--- src/rtl/mul_div_unit_if.sv ---
// Request/response bundle between the execute stage and the multi-cycle mul/div unit.
interface mul_div_unit_if #(
    parameter int XLEN = 64
);
    logic            start;
    logic [2:0]      op;
    logic [XLEN-1:0] x;
    logic [XLEN-1:0] y;
    logic            busy;
    logic            done;
    logic [XLEN-1:0] result;

    modport master (output start, op, x, y, input busy, done, result);
    modport slave  (input start, op, x, y, output busy, done, result);
endinterface

--- src/rtl/mul_div_unit.sv ---
// Multi-cycle RV64M multiply/divide: shift-add multiply and restoring divide,
// one bit per cycle, with single-cycle results for divide-by-zero and overflow.
module mul_div_unit #(
    parameter int XLEN = 64
) (
    input logic          clk,
    input logic          reset,
    mul_div_unit_if.slave bus
);
    localparam int CW = $clog2(XLEN);
    localparam logic [XLEN-1:0] SMIN = {1'b1, {(XLEN-1){1'b0}}};

    typedef enum logic [1:0] {S_IDLE, S_RUN, S_FINISH} state_e;

    state_e          state_q, state_d;
    logic [CW-1:0]   cnt_q, cnt_d;
    logic [2:0]      op_q, op_d;
    logic [XLEN-1:0] hi_q, hi_d;      // product high half / partial remainder
    logic [XLEN-1:0] lo_q, lo_d;      // multiplier / dividend shifting into quotient
    logic [XLEN-1:0] opnd_q, opnd_d;  // multiplicand or divisor magnitude
    logic            neg_a_q, neg_a_d;
    logic            neg_r_q, neg_r_d;
    logic [XLEN-1:0] result_q, result_d;

    logic            start_ok, last, fast, div_zero, div_ovf;
    logic            x_neg, y_neg;
    logic [XLEN-1:0] x_mag, y_mag, fast_res;
    logic [XLEN:0]   mul_sum, div_rs, div_diff;
    logic [2*XLEN-1:0] product, prod_s;
    logic [XLEN-1:0] quo, rem;
    logic            busy, done;

    // Request decode: acceptance, fast-path detection, operand magnitudes.
    always_comb begin
        start_ok = bus.start && (state_q != S_RUN);
        div_zero = bus.op[2] && (bus.y == '0);
        div_ovf  = bus.op[2] && !bus.op[0] && (bus.x == SMIN) && (bus.y == '1);
        fast     = div_zero || div_ovf;
        if (div_zero) fast_res = bus.op[1] ? bus.x : '1;
        else          fast_res = bus.op[1] ? '0 : bus.x;
        x_neg = bus.x[XLEN-1] && (bus.op == 3'd1 || bus.op == 3'd2 ||
                                  bus.op == 3'd4 || bus.op == 3'd6);
        y_neg = bus.y[XLEN-1] && (bus.op == 3'd1 || bus.op == 3'd4 || bus.op == 3'd6);
        x_mag = x_neg ? -bus.x : bus.x;
        y_mag = y_neg ? -bus.y : bus.y;
        last  = (cnt_q == CW'(XLEN-1));
    end

    always_ff @(posedge clk) begin
        if (reset) state_q <= S_IDLE;
        else       state_q <= state_d;
    end

    always_comb begin
        state_d = state_q;
        case (state_q)
            S_RUN:   if (last) state_d = S_FINISH;
            default: begin
                if (start_ok) state_d = fast ? S_FINISH : S_RUN;
                else          state_d = S_IDLE;
            end
        endcase
    end

    always_comb begin
        busy = (state_q == S_RUN);
        done = (state_q == S_FINISH);
    end

    always_comb begin
        cnt_d    = cnt_q;
        op_d     = op_q;
        hi_d     = hi_q;
        lo_d     = lo_q;
        opnd_d   = opnd_q;
        neg_a_d  = neg_a_q;
        neg_r_d  = neg_r_q;
        result_d = result_q;

        mul_sum  = {1'b0, hi_q} + (lo_q[0] ? {1'b0, opnd_q} : '0);
        div_rs   = {hi_q, lo_q[XLEN-1]};
        div_diff = div_rs - {1'b0, opnd_q};

        if (state_q == S_RUN) begin
            cnt_d = cnt_q + 1'b1;
            if (op_q[2]) begin
                // A clear borrow bit means the divisor fits: keep the difference.
                hi_d = div_diff[XLEN] ? div_rs[XLEN-1:0] : div_diff[XLEN-1:0];
                lo_d = {lo_q[XLEN-2:0], ~div_diff[XLEN]};
            end else begin
                {hi_d, lo_d} = {mul_sum, lo_q[XLEN-1:1]};
            end
        end

        product = {hi_d, lo_d};
        prod_s  = neg_a_q ? -product : product;
        quo     = neg_a_q ? -lo_d : lo_d;
        rem     = neg_r_q ? -hi_d : hi_d;

        if (state_q == S_RUN && last) begin
            case (op_q)
                3'd0:                result_d = prod_s[XLEN-1:0];
                3'd1, 3'd2, 3'd3:    result_d = prod_s[2*XLEN-1:XLEN];
                3'd4, 3'd5:          result_d = quo;
                default:             result_d = rem;
            endcase
        end

        if (start_ok) begin
            cnt_d   = '0;
            op_d    = bus.op;
            hi_d    = '0;
            lo_d    = bus.op[2] ? x_mag : y_mag;
            opnd_d  = bus.op[2] ? y_mag : x_mag;
            neg_a_d = x_neg ^ y_neg;
            neg_r_d = x_neg;
            if (fast) result_d = fast_res;
        end
    end

    always_ff @(posedge clk) begin
        if (reset) begin
            cnt_q    <= '0;
            op_q     <= '0;
            hi_q     <= '0;
            lo_q     <= '0;
            opnd_q   <= '0;
            neg_a_q  <= 1'b0;
            neg_r_q  <= 1'b0;
            result_q <= '0;
        end else begin
            cnt_q    <= cnt_d;
            op_q     <= op_d;
            hi_q     <= hi_d;
            lo_q     <= lo_d;
            opnd_q   <= opnd_d;
            neg_a_q  <= neg_a_d;
            neg_r_q  <= neg_r_d;
            result_q <= result_d;
        end
    end

    assign bus.busy   = busy;
    assign bus.done   = done;
    assign bus.result = result_q;
endmodule

--- src/flat_wrapper.sv ---
// flat-port wrapper written by rule: the top's interface ports become plain ports
module mul_div_unit_flat 
#(
    parameter int XLEN = 64
)
  (clk, reset, bus_start, bus_op, bus_x, bus_y, bus_busy, bus_done, bus_result);
  mul_div_unit_if #(.XLEN(XLEN)) bus_i ();
  input logic clk;
  input logic reset;
  input wire logic [$bits(bus_i.start)-1:0] bus_start;
  input wire logic [$bits(bus_i.op)-1:0] bus_op;
  input wire logic [$bits(bus_i.x)-1:0] bus_x;
  input wire logic [$bits(bus_i.y)-1:0] bus_y;
  output wire logic [$bits(bus_i.busy)-1:0] bus_busy;
  output wire logic [$bits(bus_i.done)-1:0] bus_done;
  output wire logic [$bits(bus_i.result)-1:0] bus_result;
  assign bus_i.start = bus_start;
  assign bus_i.op = bus_op;
  assign bus_i.x = bus_x;
  assign bus_i.y = bus_y;
  assign bus_busy = bus_i.busy;
  assign bus_done = bus_i.done;
  assign bus_result = bus_i.result;
  mul_div_unit #(.XLEN(XLEN)) u_core (.clk(clk), .reset(reset), .bus(bus_i));
endmodule
--- config.mk ---
export PLATFORM = sky130hd
export DESIGN_NAME = mul_div_unit_flat
export DESIGN_NICKNAME = d
export VERILOG_FILES = /design/src/rtl/mul_div_unit_if.sv /design/src/rtl/mul_div_unit.sv /design/src/flat_wrapper.sv
export SDC_FILE = /design/constraint.sdc
export NUM_CORES = 2
export LEC_CHECK = 0
export BUFFER_PORTS_ARGS = -buffer_cell sky130_fd_sc_hd__buf_2
export CORE_ASPECT_RATIO = 1.25
export CORE_UTILIZATION = 58
export CTS_BUF_LIST = sky130_fd_sc_hd__clkbuf_4 sky130_fd_sc_hd__clkbuf_8
export DETAILED_ROUTE_END_ITERATION = 8
export PLACE_DENSITY = 0.8
export SLEW_MARGIN = 0
export SYNTH_ARGS = -nofsm -noshare
export SYNTH_HDL_FRONTEND = slang
export SYNTH_SLANG_ARGS = --single-unit
--- constraint.sdc ---
create_clock -name clk -period 6.5 [get_ports clk]
set_input_delay 0.325 -clock clk [delete_from_list [all_inputs] [get_ports clk]]
set_output_delay 0.325 -clock clk [all_outputs]
set_load 0.05 [all_outputs]
== After elaboration in Yosys (flattened, before gate mapping) ==
Index checks and enable logic that the tools add are counted.

* Add/sub/neg operators: 8
* Eq/ne operators: 16
* Mux-type cells: 25
* Bitwise operators: 2
* Reduce and logical (&&, ||, !) cells: 20

{| class="wikitable"
|+ Operator list
! operator !! number
|-
| $mux W64 || 19
|-
| $neg A64 Y64 || 4
|-
| $pmux W64 S3 || 1
|-
| $eq A64 B64 Y1 const B || 2
|-
| $mux W128 || 1
|-
| $neg A128 Y128 || 1
|-
| $add A64 B65 Y65 || 1
|-
| $sub A65 B64 Y65 || 1
|-
| $logic_not A64 Y1 || 1
|-
| $eq A3 B3 Y1 const B || 4
|-
| $eq A3 B2 Y1 const B || 3
|-
| $logic_and A1 B1 Y1 || 8
|-
| $mux W2 || 4
|-
| $add A6 B1 Y6 const B || 1
|-
| $eq A3 B1 Y1 const B || 2
|-
| $eq A6 B6 Y1 const B || 1
|-
| $logic_or A1 B1 Y1 || 6
|-
| $ne A2 B1 Y1 const B || 2
|-
| $reduce_or A2 Y1 || 2
|-
| $logic_not A3 Y1 || 1
|-
| $reduce_or A3 Y1 || 1
|-
| $eq A2 B1 Y1 const B || 1
|-
| $eq A2 B2 Y1 const B || 1
|-
| $logic_not A1 Y1 || 1
|-
| other kinds (2) || 2
|}

* Register bits after elaboration: 269
* Input port bits: 134
* Output and inout port bits: 66
* Logic and storage cells: 80

== Longest topological paths before layout ==
* Depth in word-level cells: 10
* Gate-level depth with buffers: 27
* Gate-level depth less buffers: 23

== Worst setup path after synthesis ==
Ideal clock, no wire load.

* Kind: flip-flop to flip-flop
* Start: reg u_core.lo_q[63]
* End: reg u_core.result_q[38], in the netlist u_core.bus.result[38]
* Library setup time: 134 ps
* Arrival: 6,353 ps
* Required time: 6,366 ps
* Slack: 14 ps
* Stages on the path, launching flop included: 28
* Path buffers: 4
* Period minus slack after synthesis: 6,486 ps
* Cells stage by stage: dfxtp_1 > inv_1 > ha_1 > fa_1 > nand2b_1 > a21oi_1 > o21ai_1 > a2111oi_4 > o211ai_1 > o2111ai_1 > clkbuf_1 > and2_1 > clkbuf_1 > ha_1 > nand2_1 > or4_4 > nand3b_4 > or2_1 > buf_6 > or2_1 > buf_6 > or4_4 > or4_4 > or2_1 > o21ai_1 > xor2_1 > a2111oi_0 > nor4_2

* Cells in the longest elaborated chain, start to end: 10
* Elaborated cells on any way between the ends: 17
* Those cells by class: add/sub (4); mux (12); bitwise (1)

{| class="wikitable"
|+ RTL lines
! what !! RTL line !! source
|-
| from (decl) || mul_div_unit.sv:19 || <nowiki>logic [XLEN-1:0] lo_q, lo_d;</nowiki>
|-
| from (signal assigned) || mul_div_unit.sv:135 || <nowiki>lo_q <= lo_d;</nowiki>
|-
| $sub A65 B64 Y65 || mul_div_unit.sv:82 || <nowiki>div_diff = div_rs - {1'b0, opnd_q};</nowiki>
|-
| $mux W64 or $not A1 Y1 (tied branches) || mul_div_unit.sv:88, mul_div_unit.sv:89 ||
|-
| $mux W64 || mul_div_unit.sv:86 || <nowiki>if (op_q[2]) begin</nowiki>
|-
| $mux W64 || mul_div_unit.sv:84 || <nowiki>if (state_q == S_RUN) begin</nowiki>
|-
| $neg A128 Y128, or another cell as far along || mul_div_unit.sv:96 || <nowiki>prod_s = neg_a_q ? -product : product;</nowiki>
|-
| $mux W128, or another cell as far along || mul_div_unit.sv:96 ||
|-
| $pmux W64 S3 * || mul_div_unit.sv:101 || <nowiki>case (op_q)</nowiki>
|-
| $mux W64 * || mul_div_unit.sv:100 || <nowiki>if (state_q == S_RUN && last) begin</nowiki>
|-
| $mux W64 || mul_div_unit.sv:117 || <nowiki>if (fast) result_d = fast_res;</nowiki>
|-
| $mux W64 * || mul_div_unit.sv:109 || <nowiki>if (start_ok) begin</nowiki>
|-
| to (signal assigned) || mul_div_unit.sv:139 || <nowiki>result_q <= result_d;</nowiki>
|-
| to (decl) || mul_div_unit.sv:23 || <nowiki>logic [XLEN-1:0] result_q, result_d;</nowiki>
|}

Every way passes the cells marked *; elsewhere a longest branch is shown, timed or not.
A chain may end at the register's enable or synchronous reset.

== Worst setup path in the final report ==
* Start: reg u_core.lo_q[0]
* End: reg u_core.result_q[61], in the netlist u_core.bus.result[61]

* Cells in the longest elaborated chain, start to end: 10
* Elaborated cells on any way between the ends: 16
* Those cells by class: add/sub (4); mux (12)

{| class="wikitable"
|+ RTL lines
! what !! RTL line !! source
|-
| $mux W64 || mul_div_unit.sv:80 || <nowiki>mul_sum = {1'b0, hi_q} + (lo_q[0] ? {1'b0, opnd_q} : '0);</nowiki>
|-
| $add A64 B65 Y65 || mul_div_unit.sv:80 ||
|-
| $mux W64 || mul_div_unit.sv:86 ||
|-
| $mux W64 || mul_div_unit.sv:84 ||
|-
| $neg A128 Y128 or $neg A64 Y64 (tied branches) || mul_div_unit.sv:96, mul_div_unit.sv:98 ||
|-
| $mux W128 or $mux W64 (tied branches) || mul_div_unit.sv:96, mul_div_unit.sv:98 ||
|-
| $pmux W64 S3 * || mul_div_unit.sv:101 ||
|-
| $mux W64 * || mul_div_unit.sv:100 ||
|-
| $mux W64 || mul_div_unit.sv:117 ||
|-
| $mux W64 * || mul_div_unit.sv:109 ||
|}

Marked as above.

==> impl_results.md <==
* HPWL after detailed placement at 125 mm
* Clock insertion delay at the later pin of the skew report at 720 ps
* Worst voltage drop across the vdd grid at 0.000181 V
* Post-synthesis cell type count at 104
* Share of synthesized flip-flops with an asynchronous set or reset at 0
* Area added between synthesis and finish at 11.1%
* Share of cells above drive strength 1 at 0.128
* Cell at the root of the clock tree: sky130_fd_sc_hd__clkbuf_8
* Starting Density at 0.591
* Post-DRT Antenna Nets at 0
* Final clock skew at 38.2 ps
* CP Cell Sequence: buf_12 -> and2_1 -> ha_1 -> nand4_1 -> or3_1 -> or2_2 -> a211oi_1 -> buf_4 -> nor2_1 -> nor2_1 -> xnor2_1 -> o221ai_1 -> nor4_4 -> nand3_1 -> o41ai_1 -> xor2_1 -> a221oi_1 -> o22ai_1
* Top achievable clock speed at 153 MHz
* Number of cell instances on the worst register-to-register path at 18
* Synthesized area divided by synthesized cell count at 6.74 um2
* Total DRC errors in the routed layout at 32
* TritonCTS Buffers at 49
* Total iterations of the first detailed-routing run at 9
* Maximum clock path buffer count at 3
* GR Overflow Total at 0
* Post-Syn Instances at 4747
* Buffers on Ports at 199
* Std-Cell Core Area at 54100 um2
* Initial antenna violation count at 29
* Clk sink count at 269
* Relative slew slack at 0.0795
* Final instance count without filler cells at 5662
* Unrepaired setup endpoints after global routing: yes
* Class of the tightest hold or removal check: input pin to flip-flop
* Number of filler cells placed in the layout at 5052
* Switching Share at 0.456
* Top-area cell type share of the netlist area at 0.168
* Crit path required time at 7050 ps
* Tmin final at 6550 ps
* Library cell appearing most often on the critical path: sky130_fd_sc_hd__nor2_1
* Routed wire length per instance at 29.2 um
* Number of max-cap violations at 0
* Post-route clock period utilization at 1.01
* Top post-synthesis cells by area: sky130_fd_sc_hd__dfxtp_1 17%, sky130_fd_sc_hd__a21oi_1 8.6%, sky130_fd_sc_hd__nor2_1 6.7%
* Cell type with the highest aggregate area in the netlist: sky130_fd_sc_hd__dfxtp_1
* Internal portion of total power at 3.79 mW
* Total wire length at 165 mm
* Sequential element share of the synthesized area at 0.168
* Detailed router's first-iteration violation count at 7005
* Arrival time worst endpoint at 7100 ps
* Vias in the first global route at 37679
* Clock tree from TritonCTS: yes
* Primary flip-flop cell chosen by synthesis mapping: sky130_fd_sc_hd__dfxtp_1
* Clock transition at the registers of the reported paths at 70 ps
* Total power per unit cell area at 196 nW/um2
* Pin count of the biggest net entering global routing at 96
* Net count of the finished layout at 5151
* Critical setup path kind: flip-flop to flip-flop
* Number of I/O pins at 200
* Total setup violations reported at the end of the flow at 2
* Area enclosed by the die boundary at 56100 um2
* Final hold violations at 0
* Overall track demand over capacity in global routing at 0.577
* Clock power frac at 0.279
* Final weighted congestion in routability-driven placement at 1.16
* Kind of end point of the critical path: flip-flop
* Logic gate share of total power at 0.458
* Critical Path Source Type: flip-flop
* Worst slew pin tran at 1380 ps
* Die boundary width at 212 um
* Final core utilization at 0.657
* Sw Pwr at 3.18 mW
* Failing checks: DRC, setup timing
* Post-DR vias/cell at 7.24
* Slowest CP cell: sky130_fd_sc_hd__a211oi_1
* H-tree depth at 2
* Number of warnings printed during yosys synthesis at 0
* Worst hold stages at 3
* DP Worst Slack at 12.6 ps
* Static leakage at 14.0 nW
* Relative contribution of sequential cells to total power at 0.263
* Cell area after synthesis at 32000 um2
* First-pass GRT wire length at 241 mm
* Pins Over Slew Limit at 0
* Height of the chip at 265 um
* Total number of placement rows at 95
* Top fanout value on the critical path at 66
* Setup WS post-layout at -50.4 ps
* Via count at 40969
* Highest cell delay on the worst timing path at 1040 ps
* Result of the run: finished, violations left
* Register bit total from synthesis at 269
* EDFF count, synth at 0
* Syn nets at 5017
* Placed cells at 5547
## final timing paths
check | endpoint | start | slack (ps)
worst max register to register | u_core.bus.result[61] | u_core.lo_q[0] | -50
worst min register to register | u_core.opnd_q[31] | u_core.opnd_q[31] | 470
worst max-delay path | u_core.bus.result[61] | u_core.lo_q[0] | -50
worst min-delay path | u_core.bus.result[37] | bus_x[37] | 6
## flip-flops by register name, indices dropped and copies added, names as in the netlist
register and cells:
u_core.neg_r_q 1, u_core.op_q 3, u_core.cnt_q 6, u_core.opnd_q 64, u_core.neg_a_q 1, u_core.lo_q 64
u_core.state_q 2, u_core.hi_q 64, u_core.bus.result 64
## critical path: cells and delay by family, from the launching register on
family,cells,cell delay [ps]
DFF,1,330
adders and majority gates,1,470
buffers and inverters,2,480
AOI/OAI and AO/OA,5,2520
xor gates and xnor gates,2,270
and+or+nand+nor,8,2260
## logic make-up (layout without fill, tap and decap cells)
group | after synthesis | count (layout) | synth area share
other | 0 | 17 | 0
flip-flops | 269 | 269 | 0.168
multiplexers | 124 | 124 | 0.0399
adder cells (fa/ha/maj) | 136 | 136 | 0.0537
buffers and inverters | 448 | 619 | 0.0565
AO/OA/AOI/OAI | 1643 | 1643 | 0.326
XOR/XNOR | 302 | 302 | 0.0827
AND/OR/NAND/NOR | 1825 | 1825 | 0.273
## cells in the final DEF, fill, tap and decap left out, drive strengths merged, types with 90 or more instances in the layout
| cell | instances |
|---|---|
| nor3 | 129 |
| dfxtp | 269 |
| xnor2 | 158 |
| nand4 | 102 |
| nor2 | 569 |
| mux2i | 105 |
| nand2 | 503 |
| o21ai | 385 |
| inv | 117 |
| a21oi | 553 |
| ha | 134 |
| xor2 | 144 |
| buf | 407 |
| a211oi | 90 |
| nand3 | 90 |
## cell usage after synthesis (all sizes together) (29+ instances only)
cell and n:
a211oi 90, a21o 46, a21oi 553, a31oi 47, and2 89, and3 51
buf 71, clkbuf 261, dfxtp 269, ha 134, inv 114, mux2i 105
nand2 503, nand2b 32, nand3 90, nand4 102, nor2 569, nor3 129
nor4 60, o211ai 84, o21a 34, o21ai 385, o31ai 66, o41ai 29
or2 33, or3 57, xnor2 158, xor2 144
## timing repair
action	CTS	global route
hold endpoints to repair	15	4
endpoints found under the setup margin	0	37
gates resized for setup	0	20
setup buffers	0	3
hold buffers	3	4
## area by class of cell
| cell class | instances | area (um2) | area share |
|---|---|---|---|
| antenna | 17 | 42.5 | 0.00120 |
| sequential | 269 | 5390 | 0.152 |
| clock buffer | 69 | 893 | 0.0251 |
| inverter | 116 | 438 | 0.0123 |
| tap | 727 | 910 | 0.0256 |
| timing repair buffer | 415 | 2710 | 0.0763 |
| clock inverter | 19 | 209 | 0.00588 |
| multi-input combinational | 4030 | 24900 | 0.702 |
## power by group through the flow
stage | Clock, mW | Sequential, mW | Combinational [mW]
finish | 1.95 | 1.83 | 3.19
global route | 1.99 | 1.84 | 3.31
CTS | 1.90 | 1.82 | 2.95
detailed placement | 0 | 1.86 | 2.93
global placement | 0 | 1.85 | 2.91
floorplan | 0 | 1.82 | 1.91
## routing by layer
layer / wire length, um / part of all wire / vias up / GRT usage
met4: 19000 / 0.11 / 28 / 0.526
li1: - / - / 17807 / -
met3: 25100 / 0.15 / 1103 / 0.269
met5: 337 / 0.0020 / - / 0.0248
met2: 67200 / 0.41 / 3373 / 0.837
met1: 53700 / 0.32 / 18658 / 0.618
## through the flow
stage                     hold slack [ps]  area, um2  TNS, ps  total power, mW
after floorplan                       440      32000        0             3.73
after global placement                449      34200        0             4.77
after detailed placement              460      34200        0             4.78
after CTS                            6.94      35300        0             6.67
after global routing                0.113      35500     -260             7.14
final                                6.48      35500    -96.0             6.97
No activity file was read; power rests on OpenSTA's default activity.
